### src/rtl/spi_pkg.sv
// Shared definitions for the oversampled SPI word slave: mode encodings,
// FSM state type and the bit-order helper.
package spi_pkg;

  localparam logic [1:0] SPI_MODE0 = 2'b00;  // {CPOL, CPHA}
  localparam logic [1:0] SPI_MODE1 = 2'b01;
  localparam logic [1:0] SPI_MODE2 = 2'b10;
  localparam logic [1:0] SPI_MODE3 = 2'b11;

  typedef enum logic {
    ST_IDLE   = 1'b0,
    ST_ACTIVE = 1'b1
  } spi_state_t;

  function automatic logic [5:0] bit_idx(input logic [5:0] cnt,
                                         input logic [5:0] width,
                                         input logic       msb_first);
    return msb_first ? (width - 6'd1 - cnt) : cnt;
  endfunction

endpackage

### src/rtl/spi_pin_sync.sv
// Synchronises the SPI pins into clk and produces registered edge strobes,
// all aligned to the same pipeline stage as mosi_s.
module spi_pin_sync #(
  parameter int   SYNC_STAGES = 2,
  parameter logic SCLK_IDLE   = 1'b0
) (
  input  logic clk,
  input  logic rst,
  input  logic spi_clk,
  input  logic cs_n,
  input  logic mosi,
  output logic sclk_rise,
  output logic sclk_fall,
  output logic cs_fall,
  output logic cs_rise,
  output logic cs_act,
  output logic mosi_s
);

  logic [SYNC_STAGES-1:0] r_sclk_sync;
  logic [SYNC_STAGES-1:0] r_cs_sync;
  logic [SYNC_STAGES-1:0] r_mosi_sync;
  logic w_sclk;
  logic w_cs;
  logic w_mosi;
  logic r_sclk_d;
  logic r_cs_d;
  logic r_sclk_rise;
  logic r_sclk_fall;
  logic r_cs_fall;
  logic r_cs_rise;
  logic r_cs_act;
  logic r_mosi;

  assign w_sclk = r_sclk_sync[SYNC_STAGES-1];
  assign w_cs   = r_cs_sync[SYNC_STAGES-1];
  assign w_mosi = r_mosi_sync[SYNC_STAGES-1];

  // sclk resets to its idle level so release of reset never looks like an edge
  always_ff @(posedge clk or negedge rst) begin
    if (!rst) begin
      r_sclk_sync <= {SYNC_STAGES{SCLK_IDLE}};
      r_cs_sync   <= '1;
      r_mosi_sync <= '0;
      r_sclk_d    <= SCLK_IDLE;
      r_cs_d      <= 1'b1;
      r_sclk_rise <= 1'b0;
      r_sclk_fall <= 1'b0;
      r_cs_fall   <= 1'b0;
      r_cs_rise   <= 1'b0;
      r_cs_act    <= 1'b0;
      r_mosi      <= 1'b0;
    end else begin
      r_sclk_sync <= {r_sclk_sync[SYNC_STAGES-2:0], spi_clk};
      r_cs_sync   <= {r_cs_sync[SYNC_STAGES-2:0], cs_n};
      r_mosi_sync <= {r_mosi_sync[SYNC_STAGES-2:0], mosi};
      r_sclk_d    <= w_sclk;
      r_cs_d      <= w_cs;
      r_sclk_rise <= w_sclk & ~r_sclk_d;
      r_sclk_fall <= ~w_sclk & r_sclk_d;
      r_cs_fall   <= ~w_cs & r_cs_d;
      r_cs_rise   <= w_cs & ~r_cs_d;
      r_cs_act    <= ~w_cs;
      r_mosi      <= w_mosi;
    end
  end

  assign sclk_rise = r_sclk_rise;
  assign sclk_fall = r_sclk_fall;
  assign cs_fall   = r_cs_fall;
  assign cs_rise   = r_cs_rise;
  assign cs_act    = r_cs_act;
  assign mosi_s    = r_mosi;

endmodule

### src/rtl/spi_word_slave.sv
// SPI slave with configurable width/mode/bit order, oversampled in clk.
// state     | meaning
// ST_IDLE   | chip select released, miso held low
// ST_ACTIVE | framed by cs_n, shifting words
module spi_word_slave
  import spi_pkg::*;
#(
  parameter int WIDTH       = 8,
  parameter int CPOL        = 0,
  parameter int CPHA        = 0,
  parameter int MSB_FIRST   = 1,
  parameter int SYNC_STAGES = 2
) (
  input  logic             clk,
  input  logic             rst,
  input  logic             spi_clk,
  input  logic             cs_n,
  input  logic             mosi,
  output logic             miso,
  input  logic [WIDTH-1:0] tx_data,
  input  logic             tx_valid,
  output logic             tx_ready,
  output logic [WIDTH-1:0] rx_data,
  output logic             rx_valid,
  input  logic             rx_ready,
  output logic             overrun,
  output logic             underrun,
  input  logic             flag_clr,
  output logic             busy
);

  localparam int         CW        = $clog2(WIDTH);
  localparam logic [1:0] MODE      = {1'(CPOL), 1'(CPHA)};
  localparam logic       LEAD_RISE = (MODE == SPI_MODE0) || (MODE == SPI_MODE1);
  localparam logic       SAMP_LEAD = (MODE == SPI_MODE0) || (MODE == SPI_MODE2);

  logic w_sclk_rise, w_sclk_fall, w_cs_fall, w_cs_rise, w_cs_act, w_mosi_s;

  spi_pin_sync #(
    .SYNC_STAGES(SYNC_STAGES),
    .SCLK_IDLE  (1'(CPOL))
  ) u_pin_sync (
    .clk      (clk),
    .rst      (rst),
    .spi_clk  (spi_clk),
    .cs_n     (cs_n),
    .mosi     (mosi),
    .sclk_rise(w_sclk_rise),
    .sclk_fall(w_sclk_fall),
    .cs_fall  (w_cs_fall),
    .cs_rise  (w_cs_rise),
    .cs_act   (w_cs_act),
    .mosi_s   (w_mosi_s)
  );

  spi_state_t       r_state, w_next;
  logic [CW-1:0]    r_bit_cnt;
  logic [WIDTH-1:0] r_rx_shift, r_rx_data, r_tx_shift, r_tx_hold;
  logic             r_rx_valid, r_tx_ready, r_overrun, r_underrun, r_miso;

  logic             w_lead, w_trail, w_sample, w_shift, w_active, w_abort;
  logic             w_samp_ok, w_shift_ok, w_last, w_rx_done, w_word_start;
  logic             w_under_set, w_tx_wr;
  logic [CW-1:0]    w_bit_idx, w_idx0;
  logic [WIDTH-1:0] w_tx_load, w_rx_word;

  assign w_lead   = LEAD_RISE ? w_sclk_rise : w_sclk_fall;
  assign w_trail  = LEAD_RISE ? w_sclk_fall : w_sclk_rise;
  assign w_sample = SAMP_LEAD ? w_lead : w_trail;
  assign w_shift  = SAMP_LEAD ? w_trail : w_lead;

  always_ff @(posedge clk or negedge rst) begin
    if (!rst) r_state <= ST_IDLE;
    else      r_state <= w_next;
  end

  always_comb begin
    w_next = r_state;
    case (r_state)
      ST_IDLE:   if (w_cs_fall) w_next = ST_ACTIVE;
      ST_ACTIVE: if (w_cs_rise) w_next = ST_IDLE;
      default:   w_next = ST_IDLE;
    endcase
  end

  assign w_active  = (r_state == ST_ACTIVE);
  assign w_abort   = w_active && w_cs_rise;
  assign w_last    = (r_bit_cnt == CW'(WIDTH - 1));
  assign w_samp_ok = w_active && w_sample && !w_cs_rise;
  assign w_rx_done = w_samp_ok && w_last;
  // In CPHA=0 the shift edge right after a word boundary carries no new bit
  assign w_shift_ok = w_active && w_shift && !w_cs_rise &&
                      !(SAMP_LEAD && (r_bit_cnt == '0));
  assign w_word_start = (!w_active && w_cs_fall) || w_rx_done;

  assign w_bit_idx = CW'(bit_idx(6'(r_bit_cnt), 6'(WIDTH), 1'(MSB_FIRST)));
  assign w_idx0    = CW'(bit_idx(6'd0, 6'(WIDTH), 1'(MSB_FIRST)));

  assign w_tx_load   = !r_tx_ready ? r_tx_hold : (tx_valid ? tx_data : '0);
  assign w_under_set = w_word_start && r_tx_ready && !tx_valid;
  assign w_tx_wr     = tx_valid && r_tx_ready && !w_word_start;

  always_comb begin
    w_rx_word            = r_rx_shift;
    w_rx_word[w_bit_idx] = w_mosi_s;
  end

  always_ff @(posedge clk or negedge rst) begin
    if (!rst) begin
      r_bit_cnt  <= '0;
      r_rx_shift <= '0;
      r_rx_data  <= '0;
      r_rx_valid <= 1'b0;
      r_tx_shift <= '0;
      r_tx_hold  <= '0;
      r_tx_ready <= 1'b1;
      r_overrun  <= 1'b0;
      r_underrun <= 1'b0;
      r_miso     <= 1'b0;
    end else begin
      if (w_word_start) begin
        r_tx_shift <= w_tx_load;
        r_tx_ready <= 1'b1;
      end else if (w_tx_wr) begin
        r_tx_hold  <= tx_data;
        r_tx_ready <= 1'b0;
      end

      if (w_word_start && SAMP_LEAD)   r_miso <= w_tx_load[w_idx0];
      else if (!w_active || w_abort)   r_miso <= 1'b0;
      else if (w_shift_ok)             r_miso <= r_tx_shift[w_bit_idx];

      if (!w_active || w_abort) begin
        r_bit_cnt <= '0;
      end else if (w_samp_ok) begin
        r_rx_shift[w_bit_idx] <= w_mosi_s;
        r_bit_cnt <= w_last ? '0 : r_bit_cnt + 1'b1;
      end

      // A consume in the completion cycle frees the slot for the new word
      if (w_rx_done && (!r_rx_valid || rx_ready)) begin
        r_rx_data  <= w_rx_word;
        r_rx_valid <= 1'b1;
      end else if (r_rx_valid && rx_ready) begin
        r_rx_valid <= 1'b0;
      end

      if (w_rx_done && r_rx_valid && !rx_ready) r_overrun <= 1'b1;
      else if (flag_clr)                        r_overrun <= 1'b0;

      if (w_under_set)   r_underrun <= 1'b1;
      else if (flag_clr) r_underrun <= 1'b0;
    end
  end

  assign miso     = r_miso;
  assign tx_ready = r_tx_ready;
  assign rx_data  = r_rx_data;
  assign rx_valid = r_rx_valid;
  assign overrun  = r_overrun;
  assign underrun = r_underrun;
  assign busy     = w_cs_act;

endmodule

### config.mk
export PLATFORM = sky130hd
export DESIGN_NAME = spi_word_slave
export DESIGN_NICKNAME = d
export VERILOG_FILES = /design/src/rtl/spi_pkg.sv /design/src/rtl/spi_pin_sync.sv /design/src/rtl/spi_word_slave.sv
export SDC_FILE = /design/constraint.sdc
export NUM_CORES = 1
export LEC_CHECK = 0
export ABC_AREA = 1
export BUFFER_PORTS_ARGS = -buffer_cell sky130_fd_sc_hd__buf_2
export CAP_MARGIN = 20
export CORE_UTILIZATION = 57
export CTS_CLUSTER_SIZE = 40
export DETAILED_ROUTE_END_ITERATION = 8
export GPL_TIMING_DRIVEN = 0
export PLACE_DENSITY = 0.78
export SYNTH_ARGS = -nofsm -noshare
export SYNTH_HDL_FRONTEND = slang
export SYNTH_SLANG_ARGS = --single-unit
### constraint.sdc
create_clock -name clk -period 1.7 [get_ports clk]
set_input_delay 0.255 -clock clk [delete_from_list [all_inputs] [get_ports clk]]
set_output_delay 0.255 -clock clk [all_outputs]
set_load 0.05 [all_outputs]
==> metrics list, run 1 <==
- The first routing iteration left 104 violations.
- LEAKAGE: 1.48 nW
- The final layout contains routed wiring with a total length of 4360 µm.
* Crit path kind: flip-flop to flip-flop
* Time the final worst path needs with I/O delays and setup: 1.61 ns
* Width of the chip: about 67 µm
* Fraction of synthesized area in multiplexers: 0%
* GR Overflow Total: 0
* Avg WL per Cell: 12.1 µm
- Critical path startpoint category: flip-flop
* Power per standard cell area: 1100 mW/mm²
* Worst-margin pin slew: 0.636 ns
- Largest net degree at the start of global routing: 29
- The flow ran to the end, and the final reports show no timing, DRC or antenna violations.
- The floorplan step defined a die boundary enclosing around 0.0044 mm².
- In this design, the stage delay of the slowest critical-path cell is just over 0.4 ns.
* CP max stage cell: sky130_fd_sc_hd__dfrtp_1
* Number of antenna violations at the first check in global routing: 0
* Async set or reset register ratio after synthesis: 100%
- Antenna diodes: 0
* Portion of the clock cycle consumed by the worst path in the final layout: between 90% and 100%
- Startpoint of the lowest-slack hold path: cs_n
* RSZ-0062 raised after global routing: false
- Max-cap violations in this run came to 0.
- Row generation in the floorplan step produced 23 rows.
* Total nets after synthesis: 288
- STA puts the critical path data arrival time at 1.81 ns.
* Number of DRC violations after detailed routing: 0
* Portion of the post-synthesis area used by sequential elements: 57.9%
- During synthesis, Yosys emitted a total of 0 warnings.
* H-tree levels: 2
* Proportion of netlist area held by the largest area contributor: 53.5%
* GR Util All Layers: roughly a quarter
- Final estimated routing congestion in global placement: 0.797
- Of the total power, the clock network draws ~29%.
* Classification of the worst-slack hold path: input port to flip-flop
* Initial core utilization: 59.6%
- Number of global-route vias before repair: 1746
- CP cell instances: ha_1, ha_2, nand4_4, nand2_4, inv_4, nand3_4, buf_12, nand2_2, o21ai_2
- Once placement completed, the tool counted placed cells totaling 349.
* Final worst slack: 0.0905 ns
- Excluding fillers, the count of instances in the completed layout stands at 360.
- Arithmetic-cell share of the synthesized area counting full adders, half adders and majority gates: 1.57%
- Clock-pin slew on the worst setup and hold paths: 0.10 ns
- Most frequently used flop master after synthesis: sky130_fd_sc_hd__dfrtp_1
- Simple-gate area share of the yosys netlist: 22.2%
- Static timing analysis puts the maximum clock frequency at between 0.6 and 0.7 GHz.
- The synthesized netlist contains 24 unique library cells.
* Required time reported for the critical path endpoint: ~1.9 ns
* Sort of element at the end of the critical path: flip-flop
* Post-synthesis to final-layout area growth: 15.8%
* Number of flip-flops and latches in the synthesized netlist: 55
- Ranking of synthesized cells by area: sky130_fd_sc_hd__dfrtp_1 (54%), sky130_fd_sc_hd__nand2_1 (16%), sky130_fd_sc_hd__o21ai_0 (5.5%)
- Floorplan core area: about 0.004 mm²
* Slew Limit Fails: 0
- Number of hold violations in the final report: 0
- After the last flow step, the layout net total stands at around 330.
* Endpoints failing setup: 0
- Along the worst path, the maximum fanout reaches 10.
* Pint: 2.19 mW
- Switching fraction of total power: 28.1%
- In this run, flip-flops and latches consume 52.6% of the power.
- Number of flops mapped to enable cells by yosys: 0
* Post-placement setup slack: about 0.023 ns
* Detailed placer's ending HPWL: 3040 µm
- Number of CTS-inserted buffers: 5
- The post-route netlist has 21.6% of its cells at a drive strength greater than 1.
- Accumulated negative setup slack: 0 ns
- Number of nets with antenna violations after detailed routing: 0
- Fraction of the mapped netlist area in compound gates: 11.1%
- Reg2reg start: r_bit_cnt[0]
- Between clock sinks in the finished design, the worst skew comes to 0.00848 ns.
* Slew margin rel.: 57.6%
- Highest ir drop seen on vdd: slightly below 0.9 mV
- In the routed layout, each cell is associated on average with a via count of 4.95.
* Area of the multi-input gates: 833 µm²
- The first detailed-routing pass took 4 iterations.
* Count of clock tree sinks: 55
- In this run the deepest clock path goes through 2 buffers.
- Total area of sequential cells: about 0.0014 mm²
* Largest area contributor in the netlist: sky130_fd_sc_hd__dfrtp_1
* Crit path from: r_bit_cnt[0]
- In this run the power spent charging and discharging nets is about 850 µW.
- During placement, the flow inserted port buffers numbering 29.
- The tree is rooted in a sky130_fd_sc_hd__clkbuf_8.
- By area, the combinational part of the netlist is dominated by simple AND/OR/NAND/NOR gates.
- Number of inserted filler cells in the final layout: approximately 310
- Wire length of the first global-routing pass: between 7000 and 8000 µm
- TritonCTS clock tree: yes
- Combinational share of power: a little under a fifth
- Summing all non-filler instances in the final layout gives an area of approximately 0.0028 mm².
- Overall die height: 66.7 µm
- Summing over every cut layer, the via total after detailed routing is around 1800.
- Source-to-sink clock delay at the later pin of the worst-skew pair: 0.30 ns
* Post-Synth XOR/XNOR Area: 0%
- I/O pin cnt: 30
- The average instance in the mapped netlist occupies 8.87 µm².
- The placed instances occupy a cell area of 0.00261 mm².
- Number of instances in the synthesized netlist: 269
* Total standard cell area after synthesis: about 0.0024 mm²
cell families after synthesis:
logic type / Yosys count
AOI/OAI and AO/OA: 45
adders and majority gates: 3
buffers and inverters: 41
DFF: 55
and+or+nand+nor: 125
layer usage:
layer / global-route usage (%) / wire, µm / vias to the layer above
met1: 28.2 / 1890 / 817
met4: 11.2 / 122 / 0
met2: 41.0 / 2230 / 33
met5: 0 / 0 / -
li1: - / - / 924
met3: 5.65 / 126 / 8
state kept, by name (all words and copies together) (netlist names), 2 cells and up:
signal	count
u_pin_sync.r_cs_sync	2
r_tx_shift	8
u_pin_sync.r_mosi_sync	2
u_pin_sync.r_sclk_sync	2
r_tx_hold	8
rx_data	8
r_bit_cnt	3
r_rx_shift	8
critical path: cells and delay by family (launching register included):
kind	cells	cell delay (ns)
fa+ha+maj	2	0.42
flops	1	0.41
simple gates	4	0.38
buf+inv	2	0.24
compound gates	1	0.04
cell usage after synthesis (3+ instances only):
| cell | count |
|---|---|
| sky130_fd_sc_hd__nand2_1 | 102 |
| sky130_fd_sc_hd__dfrtp_1 | 51 |
| sky130_fd_sc_hd__inv_1 | 33 |
| sky130_fd_sc_hd__o21ai_0 | 26 |
| sky130_fd_sc_hd__nor2_1 | 11 |
| sky130_fd_sc_hd__o21ai_2 | 8 |
| sky130_fd_sc_hd__a21oi_1 | 5 |
| sky130_fd_sc_hd__nand3_1 | 5 |
| sky130_fd_sc_hd__buf_2 | 4 |
| sky130_fd_sc_hd__dfstp_2 | 4 |
| sky130_fd_sc_hd__a31oi_1 | 3 |
| sky130_fd_sc_hd__ha_1 | 3 |
| sky130_fd_sc_hd__nand2_2 | 3 |
power by group through the flow:
stage          combinational [mW]  sequential [mW]  clock (mW)
2_1_floorplan               0.363             1.65           0
3_3_place_gp                0.521             1.61           0
3_5_place_dp                0.549             1.62           0
4_1_cts                     0.566             1.60       0.903
5_1_grt                     0.654             1.62       0.947
6_report                    0.564             1.60       0.876
path summary, 6_finish.rpt:
path | to | slack (ns) | cells after the start
worst max-delay path | r_tx_hold[6] | 0.09 | 9
worst min-delay path | u_pin_sync.r_cs_sync[0] | 0.04 | 1
worst max register to register | r_tx_hold[6] | 0.09 | 9
worst min register to register | u_pin_sync.r_sclk_sync[1] | 0.36 | 0
max in group asynchronous | u_pin_sync.r_sclk_sync[0] | 0.64 | 3
min in group asynchronous | rx_valid | 0.49 | 2
metrics by stage:
step	total power [mW]	utilization (%)	hold WS [ns]
final	3.04	69.1	0.0414
after global routing	3.22	69.1	0.0227
after CTS	3.07	68.7	0.0284
after detailed placement	2.17	65.3	0.307
after global placement	2.13	64.8	0.332
after floorplan	2.01	-	-0.0406
cell usage in the layout (no fill, tap or decap):
master / synthesis / final
sky130_fd_sc_hd__nand2_1: 102 / 102
sky130_fd_sc_hd__dfrtp_1: 51 / 51
sky130_fd_sc_hd__inv_1: 33 / 33
sky130_fd_sc_hd__buf_2: 4 / 33
sky130_fd_sc_hd__o21ai_0: 26 / 26
sky130_fd_sc_hd__nor2_1: 11 / 11
sky130_fd_sc_hd__o21ai_2: 8 / 8
sky130_fd_sc_hd__clkbuf_8: 0 / 6
sky130_fd_sc_hd__a21oi_1: 5 / 5
sky130_fd_sc_hd__nand3_1: 5 / 5
sky130_fd_sc_hd__dfstp_2: 4 / 4
sky130_fd_sc_hd__nand2_2: 3 / 3
sky130_fd_sc_hd__a31oi_1: 3 / 3
sky130_fd_sc_hd__buf_12: 0 / 2
sky130_fd_sc_hd__ha_1: 3 / 2
sky130_fd_sc_hd__buf_4: 0 / 2
sky130_fd_sc_hd__nand4_4: 1 / 1
sky130_fd_sc_hd__nor2_4: 1 / 1
sky130_fd_sc_hd__inv_2: 1 / 1
sky130_fd_sc_hd__nand2_4: 1 / 1
sky130_fd_sc_hd__clkinv_1: 1 / 1
sky130_fd_sc_hd__o21ai_1: 1 / 1
sky130_fd_sc_hd__inv_4: 1 / 1
sky130_fd_sc_hd__nand3_4: 1 / 1
sky130_fd_sc_hd__o32ai_1: 1 / 1
sky130_fd_sc_hd__o22ai_1: 1 / 1
sky130_fd_sc_hd__ha_2: 0 / 1
sky130_fd_sc_hd__bufinv_16: 0 / 1
sky130_fd_sc_hd__clkinv_2: 0 / 1
sky130_fd_sc_hd__dlygate4sd3_1: 0 / 1
cell type report:
class	count	area share, %
Sequential cell	55	50.0
Multi-Input combinational cell	173	30.2
Timing Repair Buffer	33	6.88
Inverter	36	4.98
Clock buffer	6	2.99
Tap cell	50	2.26
Buffer	5	1.45
Clock inverter	2	1.27
repair_timing:
| action | in CTS | in global routing |
|---|---|---|
| hold buffers | 1 | 0 |
| gates resized for setup | 0 | 2 |
| endpoints found under the hold margin | 23 | 0 |
| pin swaps | 0 | 2 |
| setup endpoints to repair | 2 | 9 |
| setup buffers | 1 | 1 |
No activity file was read; power rests on OpenSTA's default activity.
==> inputs of run 2 (changes only) <==
- SYNTH_HIERARCHICAL: unset -> 1
==> run 2 against run 1 <==
  * Clock power is 2.5% higher
  * Maximum frequency is 0.24% lower
  * Final area is 0.14% higher
  * Core utilization is 0.094 points higher
  * Synthesized cell count is 0.37% higher
  * Global-route usage is 2.2 points lower
  * Synthesized area hardly changed
  * Via count is 0.11% lower
  * Die area hardly changed
  * Worst hold slack worse by 0.0066 ns
  * Wire length is 2.2% lower
==> metrics list, run 2 <==
- Largest area contributor in the netlist: sky130_fd_sc_hd__dfrtp_1
- Width of the chip: between 60 and 70 µm
- The congestion estimate from routability-driven global placement came to 0.779.
- Number of DRC violations after detailed routing: 0
* Leading cell types by count after synthesis: sky130_fd_sc_hd__nand2_1 (101), sky130_fd_sc_hd__dfrtp_1 (51), sky130_fd_sc_hd__inv_1 (33)
- Power per standard cell area: 1100 mW/mm²
- Avg WL per Cell: 11.8 µm
* Number of inserted filler cells in the final layout: 323
* Number of antenna violations at the first check in global routing: 0
- Antenna diodes: 0
* Clock share of power: between 20 and 30%
- Number of instances in the synthesized netlist: 270
- Initial DRT Pass Iterations: 4
* Longest individual stage delay on the worst path: 0.40 ns
- Layout cells sized above 1: 22.3%
* Leading cell type in the layout, fill and taps excluded: sky130_fd_sc_hd__nand2_1
* Final worst slack: 0.0866 ns
- VDD sags by at most 0.796 mV.
- Slew margin rel.: 69.5%
- For the worst setup path, the data arrival time is approximately 1.8 ns.
- Worst setup skew after layout: 0.0115 ns
* Count of clock tree sinks: 55
- STA classifies the critical path startpoint as a flip-flop.
- In this run the static leakage power is ~1.5 nW.
- GR Util All Layers: 21.8%
- Mean instance size in the synthesized netlist: slightly below 9 µm²
- The final layout contains 328 nets.
* Proportion of netlist area held by the largest area contributor: 53.5%
- Commonest non-fill, non-tap cells in the layout: sky130_fd_sc_hd__nand2_1 (101), sky130_fd_sc_hd__dfrtp_1 (51), sky130_fd_sc_hd__inv_1 (33)
* Source-to-sink clock delay at the later pin of the worst-skew pair: 0.30 ns
- Worst path depth: 9
- Port bufs: 29
- When the netlist entered floorplanning its net count stood at 289.
- Net switching is 28.1% of the power.
- The number of global-route vias before repair came to 1667.
* Non-filler cells in the finished layout: between 300 and 400
* Combinational share of power: ~18%
* Floorplan core area: 0.00400 mm²
- Number of flops mapped to enable cells by yosys: 0
* Count of max-cap constraint violations: 0
- Once detailed placement completed, the half-perimeter wirelength came to 3040 µm.
* Switching power: about 860 µW
* Die footprint: 0.00444 mm²
* Number of nets with antenna violations after detailed routing: 0
* Time the final worst path needs with I/O delays and setup: 1.61 ns
* Endpoints failing setup: 0
- The longest clock path from root to sink contains 2 buffers.
* CP cell instances: ha_1, ha_2, nand4_4, nand2_4, inv_2, nand3_4, buf_12, nand2_2, o21ai_2
- First-iteration detailed-routing DRC count: a little under 100
- Buf+Inv Stages, Crit Path: 2
- Max Freq: 0.620 GHz
* Wire length of the first global-routing pass: 7130 µm
- Internal power comes to ~2.2 mW.
- Total instance count after detailed placement: 350
- In this run the worst path has a maximum fanout of 10.
* Reg2reg start: r_bit_cnt[0]
- Ranking of synthesized cells by area: sky130_fd_sc_hd__dfrtp_1 (54%), sky130_fd_sc_hd__nand2_1 (16%), sky130_fd_sc_hd__inv_1 (5.2%)
- For this design, the slowest cell found on the critical path is sky130_fd_sc_hd__dfrtp_1.
- Entering global routing, the biggest net connects 37 pins.
* Number of hold violations in the final report: 0
* Startpoint of the lowest-slack hold path: cs_n
- Distinct cell type count of the synthesized netlist: 23
- Post-placement setup slack: -0.0844 ns
* GR Overflow Total: 0
* Number of placement rows: 23
* Portion of the post-synthesis area used by sequential elements: 58.0%
- Measured in cells, the most critical reg-to-reg path has a length of 9.
- For this run, the leading register cell type out of synthesis is sky130_fd_sc_hd__dfrtp_1.
- In the final layout, the multi-input gates occupy 831 µm².
- Async set or reset register ratio after synthesis: 100%
* Clock-pin slew on the worst setup and hold paths: 0.10 ns
- Worst-margin pin slew: 0.458 ns
- Detailed-route via count: roughly 1800
* Overall die height: around 67 µm
* Classification of the worst-slack hold path: input port to flip-flop
- RSZ-0062 raised after global routing: false
- Number of CTS-inserted buffers: 5
- The flow ran to the end, and the final reports show no timing, DRC or antenna violations.
* Crit path from: r_bit_cnt[0]
- Along the worst hold path, the cell count comes to 1.
* Ys Warns: 6
- Dividing the detail-routed via count by the number of cells gives 4.94.
* Crit path kind: flip-flop to flip-flop
- Total area of sequential cells: 0.00138 mm²
* H-tree levels: 2
* Clock Tree Root: sky130_fd_sc_hd__clkbuf_8
- STA classifies the critical path endpoint as a flip-flop.
- Number of flip-flops and latches in the synthesized netlist: 55
- By instance count, the leading cell after synthesis is sky130_fd_sc_hd__nand2_1.
- Required time reported for the critical path endpoint: 1.90 ns
- Among cell families on the critical path, the largest total delay comes from adder cells.
- Post-synthesis to final-layout area growth: 16.1%
- TritonCTS clock tree: yes
- In the finished design, the share of the clock period the worst path needs comes to 94.9%.
- I/O pin cnt: 30
* Slew Limit Fails: 0
- The share of total power dissipated in sequential elements is 52.3%.
- Routed Wire Length: 4270 µm
- For this configuration, the core starts out at a cell density of 59.6%.
- After synthesis the cells add up to roughly 0.0024 mm².
==> run 2: changes by cell type after synthesis, sizes merged <==
cell | previous run | this run
inv | 35 | 37
o22ai | 1 | 2
nand3 | 6 | 8
o21ai | 35 | 34
o32ai | 1 | 0
nand2 | 106 | 105
nor2 | 12 | 11
==> run 2: cell families (layout without fill, tap and decap cells) <==
kind of cell | count (synthesis) | in the layout | synth area share (%)
AOI/OAI and AO/OA | 44 | 44 | 10.8
adders and majority gates | 3 | 3 | 1.57
buffers and inverters | 43 | 83 | 7.87
DFF | 55 | 55 | 58.0
and+or+nand+nor | 125 | 125 | 21.8
==> run 2: timing repair <==
action / in CTS / in global routing
pin swaps: 0 / 1
hold buffers: 1 / 0
endpoints found under the hold margin: 19 / 0
resized for setup: 2 / 1
endpoints found under the setup margin: 10 / 12
setup buffers: 1 / 0
==> run 2: through the flow <==
| stage | hold WS [ns] | instance area, µm² | util [%] | setup TNS [ns] | total power, mW |
|---|---|---|---|---|---|
| after CTS | 0.0268 | 2760 | 69.1 | 0 | 3.08 |
| after floorplan | -0.0406 | 2380 | - | 0 | 2.02 |
| after global placement | 0.334 | 2590 | 64.8 | -0.499 | 2.14 |
| final | 0.0348 | 2770 | 69.2 | 0 | 3.05 |
| after detailed placement | 0.229 | 2610 | 65.3 | -0.629 | 2.17 |
| after global routing | 0.0223 | 2770 | 69.2 | 0 | 3.23 |
==> run 2: path summary, 6_finish.rpt <==
kind / end / slack [ns]
worst min register to register: u_pin_sync/r_mosi_sync[1] / 0.35
worst max register to register: r_tx_hold[6] / 0.09
min in group asynchronous: r_rx_shift[7] / 0.42
worst max-delay path: r_tx_hold[6] / 0.09
max in group asynchronous: tx_ready / 0.68
worst min-delay path: u_pin_sync/r_cs_sync[0] / 0.03
==> run 2: routing by layer <==
metal / vias to the layer above / GRT usage, % / share of wire [%]
li1: 916 / - / -
met1: 820 / 25.3 / 44
met2: 35 / 38.9 / 52
met3: 9 / 5.14 / 3.0
met4: 0 / 7.71 / 1.5
met5: - / 0 / 0
==> run 2: layout make-up <==
cell class	instances	area share, %
Sequential cell	55	49.9
Timing Repair Buffer	32	6.60
Multi-Input combinational cell	172	30.0
Inverter	38	5.16
Clock inverter	2	1.40
Clock buffer	6	2.99
Buffer	5	1.63
Tap cell	50	2.26
==> run 2: worst register-to-register path, stage by stage (launching register included) <==
cell,delay (ns)
sky130_fd_sc_hd__dfrtp_1,0.40
sky130_fd_sc_hd__ha_1,0.22
sky130_fd_sc_hd__ha_2,0.21
sky130_fd_sc_hd__nand4_4,0.11
sky130_fd_sc_hd__nand2_4,0.10
sky130_fd_sc_hd__inv_2,0.08
sky130_fd_sc_hd__nand3_4,0.11
sky130_fd_sc_hd__buf_12,0.17
sky130_fd_sc_hd__nand2_2,0.06
sky130_fd_sc_hd__o21ai_2,0.04
==> run 2: power groups by stage <==
stage | registers, mW | clock network, mW | logic, mW
2_1_floorplan | 1.65 | 0 | 0.367
3_3_place_gp | 1.61 | 0 | 0.527
3_5_place_dp | 1.62 | 0 | 0.553
4_1_cts | 1.60 | 0.917 | 0.563
5_1_grt | 1.62 | 0.970 | 0.642
6_report | 1.60 | 0.898 | 0.559
==> inputs of run 3 (changes only) <==
- BUFFER_PORTS_ARGS: -buffer_cell sky130_fd_sc_hd__buf_2 -> unset
- CORE_UTILIZATION: 57 -> 60
- DONT_BUFFER_PORTS: unset -> 1
- HOLD_SLACK_MARGIN: unset -> 0.05
- PLACE_DENSITY: 0.78 -> 0.75
==> run 3 against run 2 <==
  * Clock-buffer cell count up 1
  * Sequential power up 3%
  * Critical path depth unchanged
  * Combinational power down 14%
  * Final area down 3.5%
  * Worst hold slack better by 0.062 ns
  * Die area down 4.8%
  * Highest routed layer unchanged
==> metrics list, run 3 (same netlist as run 2, synthesis figures left out) <==
- RSZ-0062 raised after global routing: false
- Worst setup skew after layout: 0.0115 ns
- Port bufs: 0
- The total area inside the core boundary comes to 0.00374 mm².
- Classification of the worst-slack hold path: input port to flip-flop
- Clock-pin slew on the worst setup and hold paths: about 0.1 ns
* Number of antenna violations at the first check in global routing: 0
* Number of CTS-inserted buffers: 5
* Leading cell type in the layout, fill and taps excluded: sky130_fd_sc_hd__nand2_1
* Clock Tree Root: sky130_fd_sc_hd__clkbuf_8
- Post-route design area: roughly 0.0027 mm²
- Width of the chip: ~65 µm
* Number of inserted filler cells in the final layout: 303
- In the final layout, the share of cells above drive strength 1 is 13.6%.
* H-tree levels: 2
- Portion of the clock cycle consumed by the worst path in the final layout: roughly 94%
- Slew margin rel.: about two thirds
- The worst setup path is captured at a flip-flop.
- TritonCTS built the clock tree.
* Highest ir drop seen on vdd: 0.946 mV
- Overall die height: 65.0 µm
- In the layout the commonest cells are sky130_fd_sc_hd__nand2_1 (101), sky130_fd_sc_hd__dfrtp_1 (51), sky130_fd_sc_hd__inv_1 (33).
- By startpoint and endpoint, the worst setup path is classified as flip-flop to flip-flop.
* Initial core utilization: between 60% and 70%
- Number of cell instances on the worst register-to-register path: 9
- Detailed-route via count: 1691
- OpenSTA, run right after detailed placement, puts the worst setup slack at -0.146 ns.
- Walking the worst path, the cells encountered are ha_1, ha_2, nand4_4, nand2_4, inv_2, nand3_4, buf_12, nand2_2, o21ai_2.
* Antenna diodes: 0
- The pre-antenna-repair detailed-routing pass consisted of 4 iterations.
* Number of hold violations in the final report: 0
- Time the final worst path needs with I/O delays and setup: 1.60 ns
- Post-synthesis to final-layout area growth: 12.0%
* Reg2reg start: r_bit_cnt[0]
- First-iteration detailed-routing DRC count: roughly 110
* Max Buffers Root-to-Sink: 2
- The slowest stage of the critical path belongs to the cell sky130_fd_sc_hd__dfrtp_1.
- The first global-routing pass estimated 7150 µm of wire.
- Setup slack on the worst flop-to-flop path: 0.1 ns
- Setup slack on the critical path of the routed design comes to around 0.10 ns.
- The floorplan step defined a die boundary enclosing 0.00423 mm².
- Entering global routing, the biggest net connects 56 pins.
- Post-detailed-route via-to-cell ratio: 5.06
- The number of max-slew violations in the final report was 0.
* Reg-to-Reg End: r_tx_hold[7]
- At the later pin of the worst-skew pair, clock insertion delay measures 0.31 ns.
- GR Util All Layers: 22.6%
- GR Overflow Total: 0
- Number of DRC violations after detailed routing: 0
- Number of nets with antenna violations after detailed routing: 0
- Setup violations remaining at the end of the flow were counted as 0.
* Count of clock tree sinks: 55
- The number of global-route vias before repair is 1607.
* Instance area after placement: ~0.0024 mm²
- In this design, the stage delay of the slowest critical-path cell is 0.40 ns.
- The HPWL after detailed placement is about 2800 µm.
- Final net count: 304
- For this design the ratio of total power to cell area is 1110 mW/mm².
- For this block, the routed nets add up to 3990 µm of wire.
- Final estimated routing congestion in global placement: about 0.79
- Following the worst setup path forward leads to its endpoint at r_tx_hold[7].
- Avg WL per Cell: 11.9 µm
- In this run the count of I/O pins placed on the die edge is 30.
- Across the run, the number of max-cap violations was 0.
* Startpoint of the lowest-slack hold path: tx_data[0]
- Result of the run: finished clean
- STA puts the critical path data arrival time at 1.80 ns.
* Required time reported for the critical path endpoint: ~1.9 ns
* LEAKAGE: ~1.4 nW
* Critical path startpoint category: flip-flop
* Max Freq: 0.625 GHz
* Crit path from: r_bit_cnt[0]
- Worst-margin pin slew: 0.493 ns
- Highest net fanout along the worst path: 10
* Number of placement rows: 22
[run 3: cell types whose count changed in the layout (fill, tap and decap cells not counted), sizes merged]
| cell | delta |
|---|---|
| buf | -29 |
| clkbuf | +1 |
| clkinv | -1 |
| clkinvlp | +1 |
| dlygate4sd3 | +5 |
| inv | -1 |
[run 3: timing repair]
| item | CTS | global route |
|---|---|---|
| endpoints found under the setup margin | 16 | 4 |
| setup buffers | 1 | 0 |
| endpoints found under the hold margin | 61 | 0 |
| resized for setup | 3 | 2 |
| hold buffers | 7 | 0 |
| pin swaps | 0 | 1 |
[run 3: worst min path at each step]
stage	end	cells past startpoint	slack, ns
after CTS	r_tx_hold[0]	2	0.09
final	r_tx_hold[0]	2	0.1
after global placement	u_pin_sync/cs_act	0	-0.04
after detailed placement	u_pin_sync/cs_rise	0	-0.04
after floorplan	miso	0	-0.04
after global routing	r_tx_hold[5]	2	0.1
[run 3: layout make-up]
cell class / count / area, µm² / area share, %
clock inverter: 1 / 30.0 / 1.13
buffer: 5 / 45.0 / 1.69
tap: 48 / 60.1 / 2.25
multi-input combinational: 172 / 831 / 31.1
sequential: 55 / 1390 / 51.9
clock buffer: 7 / 76.3 / 2.86
inverter: 38 / 146 / 5.49
timing repair buffer: 8 / 95.1 / 3.56
[run 3: report_power, final]
group,switching [mW],internal (mW)
Clock,0.397,0.441
Sequential,0.142,1.51
Combinational,0.284,0.195
[run 3: critical path, delay by kind of cell (launching register included)]
family                   cells  cell delay, ns
buffers and inverters        2            0.26
flip-flops                   1            0.40
AO/OA/AOI/OAI                1            0.04
AND/OR/NAND/NOR              4            0.38
adder cells (fa/ha/maj)      2            0.42
[run 3: per-stage QoR]
step           total power [mW]  util [%]  hold slack, ns  TNS (ns)  cells
6_report                   2.97      71.3          0.0964         0    334
3_3_place_gp               2.09      65.3         -0.0397    -0.761    318
2_1_floorplan              2.02         -         -0.0406         0    270
4_1_cts                    2.98      71.1          0.0877         0    334
3_5_place_dp               2.10      65.3         -0.0388     -1.11    318
5_1_grt                    3.13      71.3          0.0992         0    334
[run 3: per-layer routing]
metal	global-route usage, %	vias to the layer above	routed length [µm]
met5	0	-	0
met4	10.1	0	78
li1	-	874	-
met2	35.7	37	1990
met3	5.46	8	128
met1	29.6	772	1790
